`config.mk`:
```
export PLATFORM = sky130hd
export DESIGN_NAME = ps2_host_tx
export DESIGN_NICKNAME = d
export VERILOG_FILES = /design/src/rtl/ps2_pkg.sv /design/src/rtl/ps2_line_sync.sv /design/src/rtl/ps2_host_tx.sv
export SDC_FILE = /design/constraint.sdc
export NUM_CORES = 1
export LEC_CHECK = 0
export CAP_MARGIN = 20
export CORE_MARGIN = 2
export CORE_UTILIZATION = 55
export DETAILED_ROUTE_END_ITERATION = 7
export HOLD_SLACK_MARGIN = 0.12
export PLACE_DENSITY = 0.75
export SYNTH_ARGS = -nofsm -noshare
export SYNTH_HDL_FRONTEND = slang
export SYNTH_SLANG_ARGS = --single-unit
```
`constraint.sdc`:
```
create_clock -name board_clk -period 4.7 [get_ports board_clk]
set_clock_uncertainty 0.1 [all_clocks]
set_input_delay 0.94 -clock board_clk [delete_from_list [all_inputs] [get_ports board_clk]]
set_output_delay 0.94 -clock board_clk [all_outputs]
set_load 0.01 [all_outputs]
```
`src/rtl/ps2_pkg.sv`:
```
`timescale 1ns/1ps
// -----------------------------------------------------------------------------
// ps2_pkg
//   Shared definitions for the PS/2 host transmitter and the PS/2 receiver
//   that shares the same clock/data pair.
//
//   Contents:
//     - frame geometry (11 bits on the wire, 10 of them shifted by the host)
//     - host command bytes understood by the keyboard
//     - transmitter state encoding (plain localparams for older tools)
//     - helpers that build the shifted part of a host frame
// -----------------------------------------------------------------------------
package ps2_pkg;

  // start + 8 data + parity + stop
  localparam int PS2_FRAME_BITS    = 11;
  // The start bit is asserted by the request phase, so only data, parity and
  // stop are shifted out on device clock falls.
  localparam int PS2_TX_SHIFT_BITS = PS2_FRAME_BITS - 1;

  // Host-to-keyboard commands
  localparam logic [7:0] PS2_CMD_SET_LEDS = 8'hED;
  localparam logic [7:0] PS2_CMD_ECHO     = 8'hEE;
  localparam logic [7:0] PS2_CMD_RESET    = 8'hFF;

  // Transmitter state encoding
  typedef logic [2:0] ps2_tx_state_t;

  localparam logic [2:0] TX_IDLE    = 3'd0;
  localparam logic [2:0] TX_INHIBIT = 3'd1;
  localparam logic [2:0] TX_REQ     = 3'd2;
  localparam logic [2:0] TX_SEND    = 3'd3;
  localparam logic [2:0] TX_ACK     = 3'd4;
  localparam logic [2:0] TX_DONE    = 3'd5;
  localparam logic [2:0] TX_FAIL    = 3'd6;

  // Odd parity: the parity bit makes the total count of ones (data+parity) odd.
  function automatic logic ps2_odd_parity(input logic [7:0] data);
    return ~^data;
  endfunction

  // Shifted frame, LSB first on the wire: data[0..7], parity, stop.
  function automatic logic [PS2_TX_SHIFT_BITS-1:0] ps2_tx_frame(input logic [7:0] data);
    return {1'b1, ps2_odd_parity(data), data};
  endfunction

endpackage

```
`src/rtl/ps2_line_sync.sv`:
```
`timescale 1ns/1ps
// -----------------------------------------------------------------------------
// ps2_line_sync
//   Two-flop synchroniser for one raw PS/2 line plus a falling-edge detector.
//   Used once per line by the host transmitter and by the receiver.
//
//   Ports:
//     clk        in   system clock
//     rst        in   asynchronous, active-high reset
//     line_in    in   raw, asynchronous line level
//     line_sync  out  synchronised line level
//     line_fall  out  one-cycle pulse: previous sync level 1, current 0
//
//   All flops reset to 1 because an idle, released PS/2 line is pulled high;
//   this also keeps a reset from looking like a falling edge.
// -----------------------------------------------------------------------------
module ps2_line_sync (
  input  logic clk,
  input  logic rst,
  input  logic line_in,
  output logic line_sync,
  output logic line_fall
);

  logic meta_reg;
  logic sync_reg;
  logic prev_reg;

  always_ff @(posedge clk or posedge rst) begin
    if (rst) begin
      meta_reg <= 1'b1;
      sync_reg <= 1'b1;
      prev_reg <= 1'b1;
    end else begin
      meta_reg <= line_in;
      sync_reg <= meta_reg;
      prev_reg <= sync_reg;
    end
  end

  assign line_sync = sync_reg;
  assign line_fall = prev_reg & ~sync_reg;

endmodule

```
`src/rtl/ps2_host_tx.sv`:
```
`timescale 1ns/1ps
// -----------------------------------------------------------------------------
// ps2_host_tx
//   PS/2 host-to-device transmitter. Sends one command byte to the keyboard
//   over the open-drain clock/data pair shared with the PS/2 receiver.
//
//   Sequence: hold clock low (inhibit) -> pull data low (start bit) ->
//   release clock -> present data, parity, stop on each device clock fall ->
//   sample the device ACK on the next fall -> wait for both lines idle.
//
//   Ports:
//     board_clk    in   system clock
//     reset        in   asynchronous, active-high
//     tx_data      in   command byte (latched when tx_valid & tx_ready)
//     tx_valid     in   send request
//     tx_ready     out  high only while idle
//     tx_busy      out  high whenever not idle; receiver ignores the lines then
//     tx_done      out  one-cycle pulse: frame acknowledged by the device
//     tx_err       out  one-cycle pulse: device NACK or timeout
//     ps2_clk_in   in   raw clock line level
//     ps2_data_in  in   raw data line level
//     ps2_clk_oe   out  1 = drive clock line low, 0 = release
//     ps2_data_oe  out  1 = drive data line low, 0 = release
//
//   Parameters:
//     INHIBIT_CYCLES  cycles the clock is held low before the start bit
//     TIMEOUT_CYCLES  cycles allowed from clock release to the ACK sample
//     CNT_W           width of the shared cycle counter (must hold both above)
//     MAX_RETRY       extra attempts after a failed frame (retry build only)
//
//   Build option:
//     PS2_TX_RETRY_EN  when defined, a failed frame is re-sent from the latched
//                      copy up to MAX_RETRY more times; tx_err pulses only
//                      after the last attempt and tx_busy stays high across
//                      the retries. When undefined, every failure reports at
//                      once and no retry counter exists.
// -----------------------------------------------------------------------------
module ps2_host_tx #(
  parameter int INHIBIT_CYCLES = 5000,
  parameter int TIMEOUT_CYCLES = 750000,
  parameter int CNT_W          = 20,
  parameter int MAX_RETRY      = 2
) (
  input  logic       board_clk,
  input  logic       reset,
  input  logic [7:0] tx_data,
  input  logic       tx_valid,
  output logic       tx_ready,
  output logic       tx_busy,
  output logic       tx_done,
  output logic       tx_err,
  input  logic       ps2_clk_in,
  input  logic       ps2_data_in,
  output logic       ps2_clk_oe,
  output logic       ps2_data_oe
);

  import ps2_pkg::*;

  localparam logic [CNT_W-1:0] INHIBIT_LAST = CNT_W'(INHIBIT_CYCLES - 1);
  localparam logic [CNT_W-1:0] TIMEOUT_LAST = CNT_W'(TIMEOUT_CYCLES - 1);
  // Index of the fall that presents the stop bit; after it the frame waits for ACK.
  localparam logic [3:0]       LAST_BIT_IDX = 4'(PS2_TX_SHIFT_BITS - 1);

  // ---------------------------------------------------------------------------
  // Line synchronisers
  // ---------------------------------------------------------------------------
  logic clk_sync;
  logic clk_fall;
  logic data_sync;
  logic data_fall_unused;

  ps2_line_sync u_clk_sync (
    .clk       (board_clk),
    .rst       (reset),
    .line_in   (ps2_clk_in),
    .line_sync (clk_sync),
    .line_fall (clk_fall)
  );

  ps2_line_sync u_data_sync (
    .clk       (board_clk),
    .rst       (reset),
    .line_in   (ps2_data_in),
    .line_sync (data_sync),
    .line_fall (data_fall_unused)
  );

  // ---------------------------------------------------------------------------
  // State
  // ---------------------------------------------------------------------------
  ps2_tx_state_t                 state_reg;
  logic [PS2_TX_SHIFT_BITS-1:0]  frame_reg;   // copy kept for retries
  logic [PS2_TX_SHIFT_BITS-1:0]  shreg_reg;   // bits still to present
  logic [CNT_W-1:0]              cnt_reg;     // inhibit length, then timeout
  logic [3:0]                    bitcnt_reg;  // falls seen in SEND
  logic                          clk_oe_reg;
  logic                          data_oe_reg;
  logic                          retry_left;  // another attempt is allowed

  logic accept;
  assign accept = (state_reg == TX_IDLE) && tx_valid;

  // ---------------------------------------------------------------------------
  // Optional retry counter
  // ---------------------------------------------------------------------------
`ifdef PS2_TX_RETRY_EN
  localparam int                 RETRY_W     = (MAX_RETRY > 0) ? $clog2(MAX_RETRY + 1) : 1;
  localparam logic [RETRY_W-1:0] RETRY_LIMIT = RETRY_W'(MAX_RETRY);

  logic [RETRY_W-1:0] retry_cnt_reg;

  assign retry_left = (retry_cnt_reg < RETRY_LIMIT);

  always_ff @(posedge board_clk or posedge reset) begin
    if (reset) begin
      retry_cnt_reg <= '0;
    end else if (accept) begin
      retry_cnt_reg <= '0;
    end else if ((state_reg == TX_FAIL) && retry_left) begin
      retry_cnt_reg <= retry_cnt_reg + 1'b1;
    end
  end
`else
  localparam int MAX_RETRY_UNUSED = MAX_RETRY;

  assign retry_left = 1'b0;
`endif

  // ---------------------------------------------------------------------------
  // Transmit FSM
  // ---------------------------------------------------------------------------
  always_ff @(posedge board_clk or posedge reset) begin
    if (reset) begin
      state_reg   <= TX_IDLE;
      frame_reg   <= '0;
      shreg_reg   <= '0;
      cnt_reg     <= '0;
      bitcnt_reg  <= '0;
      clk_oe_reg  <= 1'b0;
      data_oe_reg <= 1'b0;
    end else begin
      case (state_reg)
        TX_IDLE: begin
          clk_oe_reg  <= 1'b0;
          data_oe_reg <= 1'b0;
          if (accept) begin
            frame_reg  <= ps2_tx_frame(tx_data);
            cnt_reg    <= '0;
            clk_oe_reg <= 1'b1;
            state_reg  <= TX_INHIBIT;
          end
        end

        // Clock held low so the device aborts anything it was sending.
        TX_INHIBIT: begin
          clk_oe_reg <= 1'b1;
          if (cnt_reg == INHIBIT_LAST) begin
            data_oe_reg <= 1'b1;
            state_reg   <= TX_REQ;
          end else begin
            cnt_reg <= cnt_reg + 1'b1;
          end
        end

        // One cycle with both lines low, then hand the clock to the device.
        // The start bit stays asserted on data until the first fall.
        TX_REQ: begin
          clk_oe_reg <= 1'b0;
          cnt_reg    <= '0;
          bitcnt_reg <= '0;
          shreg_reg  <= frame_reg;
          state_reg  <= TX_SEND;
        end

        // The device samples on its rising edge, so each new bit is put on
        // the line right after a fall. A 1 is sent by releasing the line.
        TX_SEND: begin
          if (cnt_reg == TIMEOUT_LAST) begin
            data_oe_reg <= 1'b0;
            state_reg   <= TX_FAIL;
          end else begin
            cnt_reg <= cnt_reg + 1'b1;
            if (clk_fall) begin
              data_oe_reg <= ~shreg_reg[0];
              shreg_reg   <= {1'b1, shreg_reg[PS2_TX_SHIFT_BITS-1:1]};
              bitcnt_reg  <= bitcnt_reg + 4'd1;
              if (bitcnt_reg == LAST_BIT_IDX) begin
                state_reg <= TX_ACK;
              end
            end
          end
        end

        // Device pulls data low during its next clock to acknowledge.
        TX_ACK: begin
          data_oe_reg <= 1'b0;
          if (cnt_reg == TIMEOUT_LAST) begin
            state_reg <= TX_FAIL;
          end else begin
            cnt_reg <= cnt_reg + 1'b1;
            if (clk_fall) begin
              state_reg <= data_sync ? TX_FAIL : TX_DONE;
            end
          end
        end

        // Report only once the device has let go of both lines, so the
        // receiver does not see the tail of the ACK as a new frame.
        TX_DONE: begin
          clk_oe_reg  <= 1'b0;
          data_oe_reg <= 1'b0;
          if (clk_sync && data_sync) begin
            state_reg <= TX_IDLE;
          end
        end

        // Lines are released for this cycle either way; a retry re-enters
        // the inhibit phase from the latched frame.
        TX_FAIL: begin
          data_oe_reg <= 1'b0;
          if (retry_left) begin
            cnt_reg    <= '0;
            clk_oe_reg <= 1'b1;
            state_reg  <= TX_INHIBIT;
          end else begin
            clk_oe_reg <= 1'b0;
            state_reg  <= TX_IDLE;
          end
        end

        default: begin
          clk_oe_reg  <= 1'b0;
          data_oe_reg <= 1'b0;
          state_reg   <= TX_IDLE;
        end
      endcase
    end
  end

  // ---------------------------------------------------------------------------
  // Outputs
  // ---------------------------------------------------------------------------
  assign tx_ready    = (state_reg == TX_IDLE);
  assign tx_busy     = ~tx_ready;
  // DONE leaves on exactly the cycle this is high, so it is a single pulse.
  assign tx_done     = (state_reg == TX_DONE) && clk_sync && data_sync;
  // FAIL lasts one cycle; with retries pending it is silent.
  assign tx_err      = (state_reg == TX_FAIL) && !retry_left;
  assign ps2_clk_oe  = clk_oe_reg;
  assign ps2_data_oe = data_oe_reg;

endmodule

```
---- Word-level counts from Yosys, hierarchy flattened ----
Cells that the tools add are included.
operators by class
  add/subtract/negate cells ............... 2
  equal/unequal tests ..................... 19
  muxes and demuxes ....................... 26
  bitwise logic cells ..................... 5
  reductions and logical operators ........ 14
operator list
  operator                                                count
  one-hot mux 20 bit (4 select lines)                     1
  2-to-1 mux 20 bit                                       3
  2-to-1 mux 3 bit                                        8
  adder 20 x 1 -> 20 bit (second input constant)          1
  equality test 20 x 13 -> 1 bit (second input constant)  1
  equality test 20 bit (second input constant)            1
  2-to-1 mux 10 bit                                       2
  one-hot mux 10 bit (2 select lines)                     1
  one-hot mux 3 bit (6 select lines)                      1
  inequality test 2 bit (second input constant)           6
  equality test 3 bit (second input constant)             3
  inequality test 3 bit (second input constant)           3
  2-to-1 mux 4 bit                                        2
  one-hot mux 4 bit (2 select lines)                      1
  XNOR reduction 8 bit                                    1
  equality test 3 x 2 -> 1 bit (second input constant)    2
  one-hot mux 1 bit (3 select lines)                      2
  AND reduction 3 bit                                     2
  AND reduction 6 bit                                     1
  adder 4 x 1 -> 4 bit (second input constant)            1
  equality test 4 bit (second input constant)             1
  logical AND 1 bit                                       4
  2-to-1 mux 1 bit                                        4
  NOT 1 bit                                               4
  10 further kinds                                        10
word-level totals
  flip-flop bits (word level) ............. 54
  bits of input ports ..................... 13

---- Logic depth before layout (Yosys ltp) ----
Gate-level depths: netlist of the first run.
  word-level depth ........................ 5
  mapped depth ............................ 9
  mapped depth without buffers ............ 8

---- Hierarchy ----
Synthesis of the first run repeated with hierarchy kept, for this count alone.
unflattened totals
  cell total of the unflattened synthesis .. 310
  area total of the unflattened synthesis .. 3240.6 sq um
by module, submodules not included
  module         times used  cells each  area an instance (sq um)
  ps2_host_tx    1           300         3047.9
  ps2_line_sync  2           5           96.3

---- Least setup slack after synthesis of the first run ----
Ideal clock, no wire load.
  path type ............................... register to register
  start point ............................. reg cnt_reg[15]
  end point ............................... reg cnt_reg[11]
  arrival time ............................ 2.140 ns
  required time ........................... 4.470 ns
  slack ................................... 2.330 ns
  cell stages (with the launch flop) ...... 10
  path buffers ............................ 3
  path through ............................ dfrtp_1 buf_6 or4_4 nor4_4 nand3_1 a21oi_1 o21ba_2 buf_6 buf_12 o31ai_1
between the ends
  longest elaborated chain between the ends .. 3
RTL lines
  element                                                                        RTL line                                                    text
  start, declared                                                                ps2_host_tx.sv:95                                           logic [CNT_W-1:0] cnt_reg;
  start signal, assigned                                                         ps2_host_tx.sv:162                                          cnt_reg <= cnt_reg + 1'b1;
  start signal, assigned                                                         ps2_host_tx.sv:183                                          cnt_reg <= cnt_reg + 1'b1;
  start signal, assigned                                                         ps2_host_tx.sv:201                                          cnt_reg <= cnt_reg + 1'b1;
  equality test 20 x 13 -> 1 bit / equality test 20 bit (equally long branches)  ps2_host_tx.sv:158, ps2_host_tx.sv:179, ps2_host_tx.sv:198
  inequality test 2 bit (no source line)                                         n/a
  AND reduction 4 bit (no source line) (*)                                       n/a
Every way passes the cells marked *; elsewhere a longest branch is shown, timed or not.
A chain may end at the register's enable or synchronous reset.

---- Worst setup path after layout of the first run ----
  start point ............................. reg state_reg[1]
  end point ............................... out tx_done
between the ends
  longest elaborated chain between the ends .. 3
RTL lines
  element                          RTL line            text
  start, declared                  ps2_host_tx.sv:92   ps2_tx_state_t state_reg;
  start signal, assigned           ps2_host_tx.sv:203  state_reg <= data_sync ? TX_FAIL : TX_DONE;
  equality test 3 bit              ps2_host_tx.sv:247  assign tx_done = (state_reg == TX_DONE) && clk_sync && data_sync;
  logical AND 1 bit (2 in series)  ps2_host_tx.sv:247
  end, declared                    ps2_host_tx.sv:50   output logic tx_done,
Every way passes these cells.

==> impl_metrics.prom, run 1 <==
# TYPE chip_impl_metric gauge
chip_impl_metric{name="timing.max_slew.rel_slack",unit="%"} 40.78
chip_impl_info{name="critPathKind",value="reg2out"} 1
chip_impl_metric{name="timing.critical_path.arrival",unit="ns"} 1.99
chip_impl_metric{name="syn_avg_cell_area",unit="sq um"} 9.645
chip_impl_metric{name="post-place-ws",unit="ns"} 1.988
chip_impl_info{name="crit_end_element",value="primary output"} 1
chip_impl_metric{name="die_area",unit="sq um"} 5894
chip_impl_metric{name="pin_slew_with_the_least_headroom_to_its_limit",unit="ns"} 0.8802
chip_impl_metric{name="h-tree-depth",unit=""} 2
chip_impl_metric{name="met1_usage",unit="%"} 29.51
chip_impl_metric{name="power.combinational.fraction",unit="%"} 29.9
chip_impl_metric{name="netSwitchingPower",unit="W"} 0.0004707
chip_impl_metric{name="max_transition_viols_final",unit=""} 0
chip_impl_metric{name="p_per_area",unit="nW/um^2"} 437.5
chip_impl_metric{name="worstRegToRegCells",unit=""} 7
chip_impl_metric{name="fp.dieH",unit="um"} 76.78
chip_impl_metric{name="cts_buffers",unit=""} 5
chip_impl_metric{name="seq_power_share",unit="%"} 43.9
chip_impl_metric{name="synth-seq-area-share",unit="%"} 46.61
chip_impl_metric{name="port-buffer-count",unit=""} 18
chip_impl_metric{name="chipWidth",unit="um"} 76.78
chip_impl_info{name="hp-start",value="u_data_sync.meta_reg$_DFF_PP1_"} 1
chip_impl_info{name="postSynth.topFlopCell",value="dfrtp_1"} 1
chip_impl_metric{name="cp.required",unit="ns"} 3.66
chip_impl_metric{name="p_int",unit="W"} 0.0009508
chip_impl_info{name="crit_top_cell",value="and3_1"} 1
chip_impl_metric{name="globalRouteTotalUtil",unit="%"} 22.13
chip_impl_metric{name="routed-via-count",unit=""} 2304
chip_impl_metric{name="postSynthRegisterBits",unit=""} 54
chip_impl_metric{name="routed_via_density",unit=""} 5.969
chip_impl_metric{name="fin_crit",unit="ns"} 3.035
chip_impl_metric{name="number_of_placed_i_o_pins",unit=""} 19
chip_impl_metric{name="flip_flop_count_of_the_largest_register_all_copies_and_words_added",unit=""} 20
chip_impl_metric{name="cts.hold.buffers_added",unit=""} 0
chip_impl_metric{name="worst_setup_hold_path_clk_slew",unit="ns"} 0.08
chip_impl_metric{name="initial_standard_cell_utilization_of_the_core",unit="%"} 57.03
chip_impl_info{name="post-synth-top-area-cell",value="dfrtp_1"} 1
chip_impl_metric{name="critPathMaxFanout",unit=""} 14
chip_impl_metric{name="power.ir.vdd_worst",unit="V"} 0.0002809
chip_impl_metric{name="cp_num_buf_inv",unit=""} 2
chip_impl_metric{name="layout.nets",unit=""} 331
chip_impl_metric{name="grt_start_max_net_pins",unit=""} 36
chip_impl_metric{name="netlist.area_leader.share",unit="%"} 42.10
chip_impl_info{name="hold_end",value="u_data_sync.line_sync$_DFF_PP1_"} 1
chip_impl_metric{name="post_route_cells_drive_above_1_share",unit="%"} 11.39
chip_impl_metric{name="remaining_global_route_overflow",unit=""} 0
chip_impl_metric{name="vias_in_the_first_global_route",unit=""} 2230
chip_impl_info{name="ys_top_cells_by_area",value="dfrtp_1 42%, dfstp_2 4.5%, nand2_1 4.4%"} 1
chip_impl_metric{name="first_drt_iteration_drcs",unit=""} 195
chip_impl_metric{name="total_leakage_power",unit="nW"} 1.372
chip_impl_metric{name="grtUsageMet2",unit="%"} 36.40
chip_impl_metric{name="mappedNetlistArea",unit="sq um"} 2913
chip_impl_metric{name="route.final.wire_length",unit="um"} 6149
chip_impl_metric{name="synth_cells",unit=""} 302
chip_impl_info{name="cp_top_family",value="buffers and inverters"} 1
chip_impl_metric{name="timing.setup.tns",unit="ns"} 0
chip_impl_info{name="worst_setup_path_start_kind",value="flip-flop"} 1
chip_impl_metric{name="placementRows",unit=""} 26
chip_impl_metric{name="cts_setup_buffers",unit=""} 0
chip_impl_metric{name="fp.coreArea",unit="sq um"} 5107
chip_impl_info{name="hold_path.class",value="reg2reg"} 1
chip_impl_metric{name="finalCritPeriodShare",unit="%"} 64.57
chip_impl_info{name="worst_r2r_startpoint",value="cnt_reg[0]$_DFFE_PP0P_"} 1
chip_impl_info{name="status",value="finished, final reports clean"} 1
chip_impl_metric{name="antenna_found_initial",unit=""} 0
chip_impl_metric{name="sw_frac_of_total",unit="%"} 33.11
chip_impl_metric{name="setup_viol",unit=""} 0
chip_impl_metric{name="drv_cap",unit=""} 0
chip_impl_info{name="root_buffer",value="clkbuf_8"} 1
chip_impl_metric{name="antenna-diode-count",unit=""} 0
chip_impl_metric{name="wire_per_inst",unit="um"} 15.93
chip_impl_metric{name="synth_cell_type_count",unit=""} 53
chip_impl_metric{name="ys_warn_count",unit=""} 0
chip_impl_metric{name="postSynthNetCount",unit=""} 318
chip_impl_metric{name="worstHoldPathCells",unit=""} 0
chip_impl_metric{name="num-fill-cells",unit=""} 438
chip_impl_metric{name="route.antenna.remaining_nets",unit=""} 0
chip_impl_metric{name="clock_sinks",unit=""} 54
chip_impl_metric{name="globalplace.congestion",unit=""} 0.7945
chip_impl_metric{name="clock_tree.buffer_depth",unit=""} 2
chip_impl_metric{name="worst-r2r-setup-slack",unit="ns"} 1.93
chip_impl_info{name="busiest_metal_layer_after_global_routing",value="met2"} 1
chip_impl_metric{name="clock_power_share",unit="%"} 26.2
chip_impl_metric{name="slowest_stage_delay_cp",unit="ns"} 0.62
chip_impl_metric{name="detailedPlacementHpwl",unit="um"} 4199
chip_impl_metric{name="timing.final.hold_violations",unit=""} 0
chip_impl_metric{name="finalWorstSetupSlack",unit="ns"} 1.665
chip_impl_metric{name="layout_overhead_on_the_synthesized_area",unit="%"} 11.56
chip_impl_metric{name="met3_usage",unit="%"} 4.353
chip_impl_metric{name="drt_drc_violations_left",unit=""} 0
chip_impl_metric{name="maxClockFrequency",unit="MHz"} 329.5
chip_impl_info{name="unrepaired_setup_endpoints_after_global_routing",value="no"} 1
chip_impl_info{name="crit_chain",value="inv_1 > and3_1 > and3_1 > clkdlybuf4s50_1"} 1
chip_impl_metric{name="postSynth.asyncResetShare",unit="%"} 100.0
chip_impl_metric{name="number_of_enable_type_register_cells_in_the_synthesized_netlist",unit=""} 0
chip_impl_info{name="cts_tree",value="yes"} 1
chip_impl_metric{name="cts_resized",unit=""} 0
chip_impl_info{name="reg2reg_to",value="bitcnt_reg[2]$_DFFE_PP0P_"} 1
chip_impl_info{name="cpMaxStageDelayCell",value="dfrtp_1"} 1
chip_impl_metric{name="drt_pass1_iterations",unit=""} 4
chip_impl_metric{name="worst_skew_pair.late_latency",unit="ns"} 0.32
chip_impl_metric{name="first_pass_grt_wire_length",unit="um"} 10490
==> area by class of cell <==
cell class | count | area, sq um | area share, %
Clock inverter | 3 | 68.82 | 2.118
Sequential cell | 54 | 1358 | 41.78
Clock buffer | 5 | 68.82 | 2.118
Tap cell | 70 | 87.58 | 2.695
Multi-Input combinational cell | 229 | 1449 | 44.59
Timing Repair Buffer | 20 | 198.9 | 6.122
Inverter | 5 | 18.77 | 0.5776
==> synth_stat cells, types with 6 or more instances <==
library cell	count
a21oi_1	10
clkbuf_1	7
nor3_1	8
xnor2_1	7
dfrtp_1	49
mux2i_1	10
o31ai_1	12
o21ai_1	25
nand4_1	6
nand2_1	34
mux2_2	9
o21ai_0	14
nand3_1	7
nor2_1	18
nand2b_1	6
a31oi_1	6
==> metal layers <==
metal | part of all wire, % | up-vias
li1 | - | 1129
met1 | 48 | 1134
met2 | 49 | 35
met3 | 2.3 | 6
met4 | 0.99 | 0
met5 | 0 | -
==> worst max path at each step <==
stage	startpoint	end	slack (ns)	cells after the start
finish	state_reg[1]$_DFFE_PP0P_	tx_done	1.67	4
global route	state_reg[1]$_DFFE_PP0P_	tx_done	1.55	4
CTS	state_reg[1]$_DFFE_PP0P_	tx_done	1.66	4
detailed placement	cnt_reg[15]$_DFFE_PP0P_	cnt_reg[8]$_DFFE_PP0P_	1.99	6
global placement	cnt_reg[15]$_DFFE_PP0P_	cnt_reg[17]$_DFFE_PP0P_	2.01	6
floorplan	cnt_reg[15]$_DFFE_PP0P_	cnt_reg[11]$_DFFE_PP0P_	2.33	9
==> power by group through the flow <==
stage          clock network (W)  logic, W  registers (W)
4_1_cts                 0.000381  0.000427       0.000623
3_5_place_dp                   0  0.000426       0.000631
5_1_grt                 0.000397  0.000473       0.000640
6_report                0.000372  0.000425       0.000624
2_1_floorplan                  0  0.000365       0.000594
3_3_place_gp                   0  0.000408       0.000629
==> cells in the final DEF (no fill, tap or decap), types with 8 or more instances in the layout <==
master / Yosys / routed
o21ai_1: 25 / 25
o31ai_1: 12 / 12
mux2_2: 9 / 9
nor3_1: 8 / 8
clkdlybuf4s50_1: 0 / 18
dfrtp_1: 49 / 49
o21ai_0: 14 / 14
a21oi_1: 10 / 10
mux2i_1: 10 / 10
nor2_1: 18 / 18
nand2_1: 34 / 34
==> through the flow <==
stage | instances | hold slack (ns) | power (W) | cell area, sq um | utilization [%]
2_1_floorplan | 302 | 0.2452 | 0.0009590 | 2913 | -
3_3_place_gp | 377 | 0.2477 | 0.001037 | 3100 | 60.71
3_5_place_dp | 378 | 0.2475 | 0.001057 | 3112 | 60.93
4_1_cts | 386 | 0.2650 | 0.001432 | 3249 | 63.62
5_1_grt | 386 | 0.2668 | 0.001510 | 3249 | 63.62
6_report | 386 | 0.2618 | 0.001421 | 3249 | 63.62
==> cells by family after synthesis <==
| family | Yosys count | share of synthesized area, % |
|---|---|---|
| mux | 20 | 7.303 |
| compound gates | 92 | 20.10 |
| buf+inv | 19 | 3.651 |
| fa+ha+maj | 3 | 1.289 |
| xor+xnor | 7 | 2.105 |
| simple gates | 107 | 18.94 |
| flops | 54 | 46.61 |
Note: power is estimated with default switching activity, not from simulation.
==> run 2, diff against run 1 <==
==> constraint.sdc (replaced) <==
create_clock -name board_clk -period 3 [get_ports board_clk]
set_clock_uncertainty 0.1 [all_clocks]
set_input_delay 0.6 -clock board_clk [delete_from_list [all_inputs] [get_ports board_clk]]
set_output_delay 0.6 -clock board_clk [all_outputs]
set_load 0.01 [all_outputs]
==> run 2 against run 1 <==
Power rose by 45%; global-route usage fell by 1.5 points; flip-flop and latch count did not move.
==> impl_metrics.prom, run 2 (same netlist as run 1, synthesis figures left out) <==
# TYPE chip_impl_metric gauge
chip_impl_metric{name="first_pass_grt_wire_length",unit="um"} 9770
chip_impl_info{name="status",value="finished, final reports clean"} 1
chip_impl_metric{name="number_of_placed_i_o_pins",unit=""} 19
chip_impl_info{name="root_buffer",value="clkbuf_8"} 1
chip_impl_metric{name="worst-r2r-setup-slack",unit="ns"} 0.32
chip_impl_metric{name="route.antenna.remaining_nets",unit=""} 0
chip_impl_metric{name="remaining_global_route_overflow",unit=""} 0
chip_impl_info{name="reg2reg_to",value="cnt_reg[10]$_DFFE_PP0P_"} 1
chip_impl_metric{name="detailedPlacementHpwl",unit="um"} 4009
chip_impl_info{name="hold_end",value="u_data_sync.line_sync$_DFF_PP1_"} 1
chip_impl_info{name="crit_end_element",value="primary output"} 1
chip_impl_metric{name="maxClockFrequency",unit="MHz"} 370.6
chip_impl_metric{name="first_drt_iteration_drcs",unit=""} 177
chip_impl_metric{name="drv_cap",unit=""} 0
chip_impl_metric{name="vias_in_the_first_global_route",unit=""} 2111
chip_impl_metric{name="power.ir.vdd_worst",unit="V"} 0.0003460
chip_impl_metric{name="worst_setup_hold_path_clk_slew",unit="ns"} 0.09
chip_impl_info{name="most-common-layout-cells",value="49 x dfrtp_1, 34 x nand2_1, 25 x o21ai_1, 18 x nor2_1, 18 x clkdlybuf4s50_1"} 1
chip_impl_metric{name="finalCritPeriodShare",unit="%"} 89.95
chip_impl_metric{name="layout_overhead_on_the_synthesized_area",unit="%"} 11.94
chip_impl_metric{name="drt_drc_violations_left",unit=""} 0
chip_impl_metric{name="globalplace.congestion",unit=""} 0.8696
chip_impl_metric{name="fp.dieH",unit="um"} 76.78
chip_impl_metric{name="drt_pass1_iterations",unit=""} 4
chip_impl_metric{name="initial_standard_cell_utilization_of_the_core",unit="%"} 57.03
chip_impl_metric{name="route.final.wire_length",unit="um"} 5690
chip_impl_info{name="cts_tree",value="yes"} 1
chip_impl_metric{name="timing.max_slew.rel_slack",unit="%"} 62.48
chip_impl_metric{name="setup_viol",unit=""} 0
chip_impl_metric{name="critPathMaxFanout",unit=""} 14
chip_impl_metric{name="fin_crit",unit="ns"} 2.698
chip_impl_metric{name="pin_slew_with_the_least_headroom_to_its_limit",unit="ns"} 0.5619
chip_impl_metric{name="antenna-diode-count",unit=""} 0
chip_impl_metric{name="worstHoldPathCells",unit=""} 0
chip_impl_metric{name="worstRegToRegCells",unit=""} 6
chip_impl_metric{name="flip_flop_count_of_the_largest_register_all_copies_and_words_added",unit=""} 20
chip_impl_metric{name="wire_per_inst",unit="um"} 14.48
chip_impl_metric{name="cts.hold.buffers_added",unit=""} 0
chip_impl_metric{name="grt_start_max_net_pins",unit=""} 29
chip_impl_metric{name="h-tree-depth",unit=""} 2
chip_impl_metric{name="fp.coreArea",unit="sq um"} 5107
chip_impl_metric{name="clock_tree.buffer_depth",unit=""} 2
chip_impl_metric{name="timing.critical_path.arrival",unit="ns"} 2.00
chip_impl_info{name="critPathKind",value="reg2out"} 1
chip_impl_metric{name="timing.setup.tns",unit="ns"} 0
chip_impl_metric{name="layout.nets",unit=""} 338
chip_impl_info{name="hold_path.class",value="reg2reg"} 1
chip_impl_metric{name="max_transition_viols_final",unit=""} 0
chip_impl_metric{name="cts_setup_buffers",unit=""} 0
chip_impl_metric{name="cts_buffers",unit=""} 5
chip_impl_info{name="worst_r2r_startpoint",value="cnt_reg[15]$_DFFE_PP0P_"} 1
chip_impl_metric{name="clock_sinks",unit=""} 54
chip_impl_metric{name="globalRouteTotalUtil",unit="%"} 20.68
chip_impl_metric{name="port-buffer-count",unit=""} 18
chip_impl_metric{name="die_area",unit="sq um"} 5894
chip_impl_metric{name="total_leakage_power",unit="nW"} 1.379
chip_impl_metric{name="timing.final.hold_violations",unit=""} 0
chip_impl_metric{name="worst_skew_pair.late_latency",unit="ns"} 0.31
chip_impl_metric{name="num-fill-cells",unit=""} 421
chip_impl_info{name="final_common_cell",value="dfrtp_1"} 1
chip_impl_metric{name="cp.required",unit="ns"} 2.30
chip_impl_metric{name="routed_via_density",unit=""} 5.830
chip_impl_metric{name="cts_resized",unit=""} 0
chip_impl_metric{name="antenna_found_initial",unit=""} 0
chip_impl_info{name="unrepaired_setup_endpoints_after_global_routing",value="no"} 1
chip_impl_info{name="worst_setup_path_start_kind",value="flip-flop"} 1
chip_impl_metric{name="p_per_area",unit="nW/um^2"} 631.0
chip_impl_metric{name="holdWs",unit="ns"} 0.2617
chip_impl_metric{name="chipWidth",unit="um"} 76.78
chip_impl_metric{name="routed-via-count",unit=""} 2291
chip_impl_info{name="hp-start",value="u_data_sync.meta_reg$_DFF_PP1_"} 1
chip_impl_metric{name="placementRows",unit=""} 26
chip_impl_metric{name="post_route_cells_drive_above_1_share",unit="%"} 13.00
-- run 2: through the flow --
stage / util, % / std cells / setup slack [ns] / power (W) / instance area [sq um]
5_1_grt: 63.84 / 393 / 0.1261 / 0.002198 / 3261
3_5_place_dp: 62.13 / 385 / 0.3679 / 0.001669 / 3173
3_3_place_gp: 62.13 / 385 / 0.4251 / 0.001656 / 3173
6_report: 63.84 / 393 / 0.3016 / 0.002058 / 3261
4_1_cts: 63.84 / 393 / 0.2956 / 0.002078 / 3261
2_1_floorplan: - / 302 / 0.6297 / 0.001502 / 2913
-- run 2: cell type report --
cell class	count	area (sq um)	share of cell area, %
timing repair buffer	27	260.3	7.982
tap	70	87.58	2.686
clock buffer	6	72.57	2.226
multi-input combinational	229	1449	44.44
inverter	5	18.77	0.5756
clock inverter	2	15.01	0.4605
sequential	54	1358	41.63
-- run 2: worst max path at each step --
stage	startpoint	to	slack (ns)	cells past startpoint
2_1_floorplan	cnt_reg[15]$_DFFE_PP0P_	cnt_reg[11]$_DFFE_PP0P_	0.63	9
3_3_place_gp	cnt_reg[15]$_DFFE_PP0P_	cnt_reg[10]$_DFFE_PP0P_	0.43	6
3_5_place_dp	cnt_reg[15]$_DFFE_PP0P_	cnt_reg[10]$_DFFE_PP0P_	0.37	6
4_1_cts	state_reg[1]$_DFFE_PP0P_	tx_done	0.30	4
5_1_grt	cnt_reg[15]$_DFFE_PP0P_	cnt_reg[9]$_DFFE_PP0P_	0.13	6
6_report	state_reg[1]$_DFFE_PP0P_	tx_done	0.30	4
-- run 2: where the power goes --
| group | leakage, nW | switching [W] | internal, W |
|---|---|---|---|
| logic | 0.638 | 0.000388 | 0.000321 |
| registers | 0.703 | 0.0000888 | 0.000858 |
| clock network | 0.0374 | 0.000238 | 0.000165 |
-- run 2: layer usage --
metal	track usage (%)	wire (um)
met1	28.44	2777
met5	0	0
met4	9.273	120
met2	31.84	2586
met3	4.000	206
-- run 2: worst max-delay path, stage by stage (launching register included) --
cell	delay, ns
dfrtp_1	0.62
inv_1	0.20
and3_1	0.22
and3_1	0.18
clkdlybuf4s50_1	0.47
==> run 3, diff against run 2 <==
--- a/config.mk
+++ b/config.mk
@@ -8,6 +8,7 @@
 export CAP_MARGIN = 20
 export CORE_MARGIN = 2
 export CORE_UTILIZATION = 55
+export CTS_CLUSTER_DIAMETER = 80
 export DETAILED_ROUTE_END_ITERATION = 7
 export HOLD_SLACK_MARGIN = 0.12
 export PLACE_DENSITY = 0.75
==> results of run 3 <==
No change in the layout: final DEF, timing and power equal those of run 2.
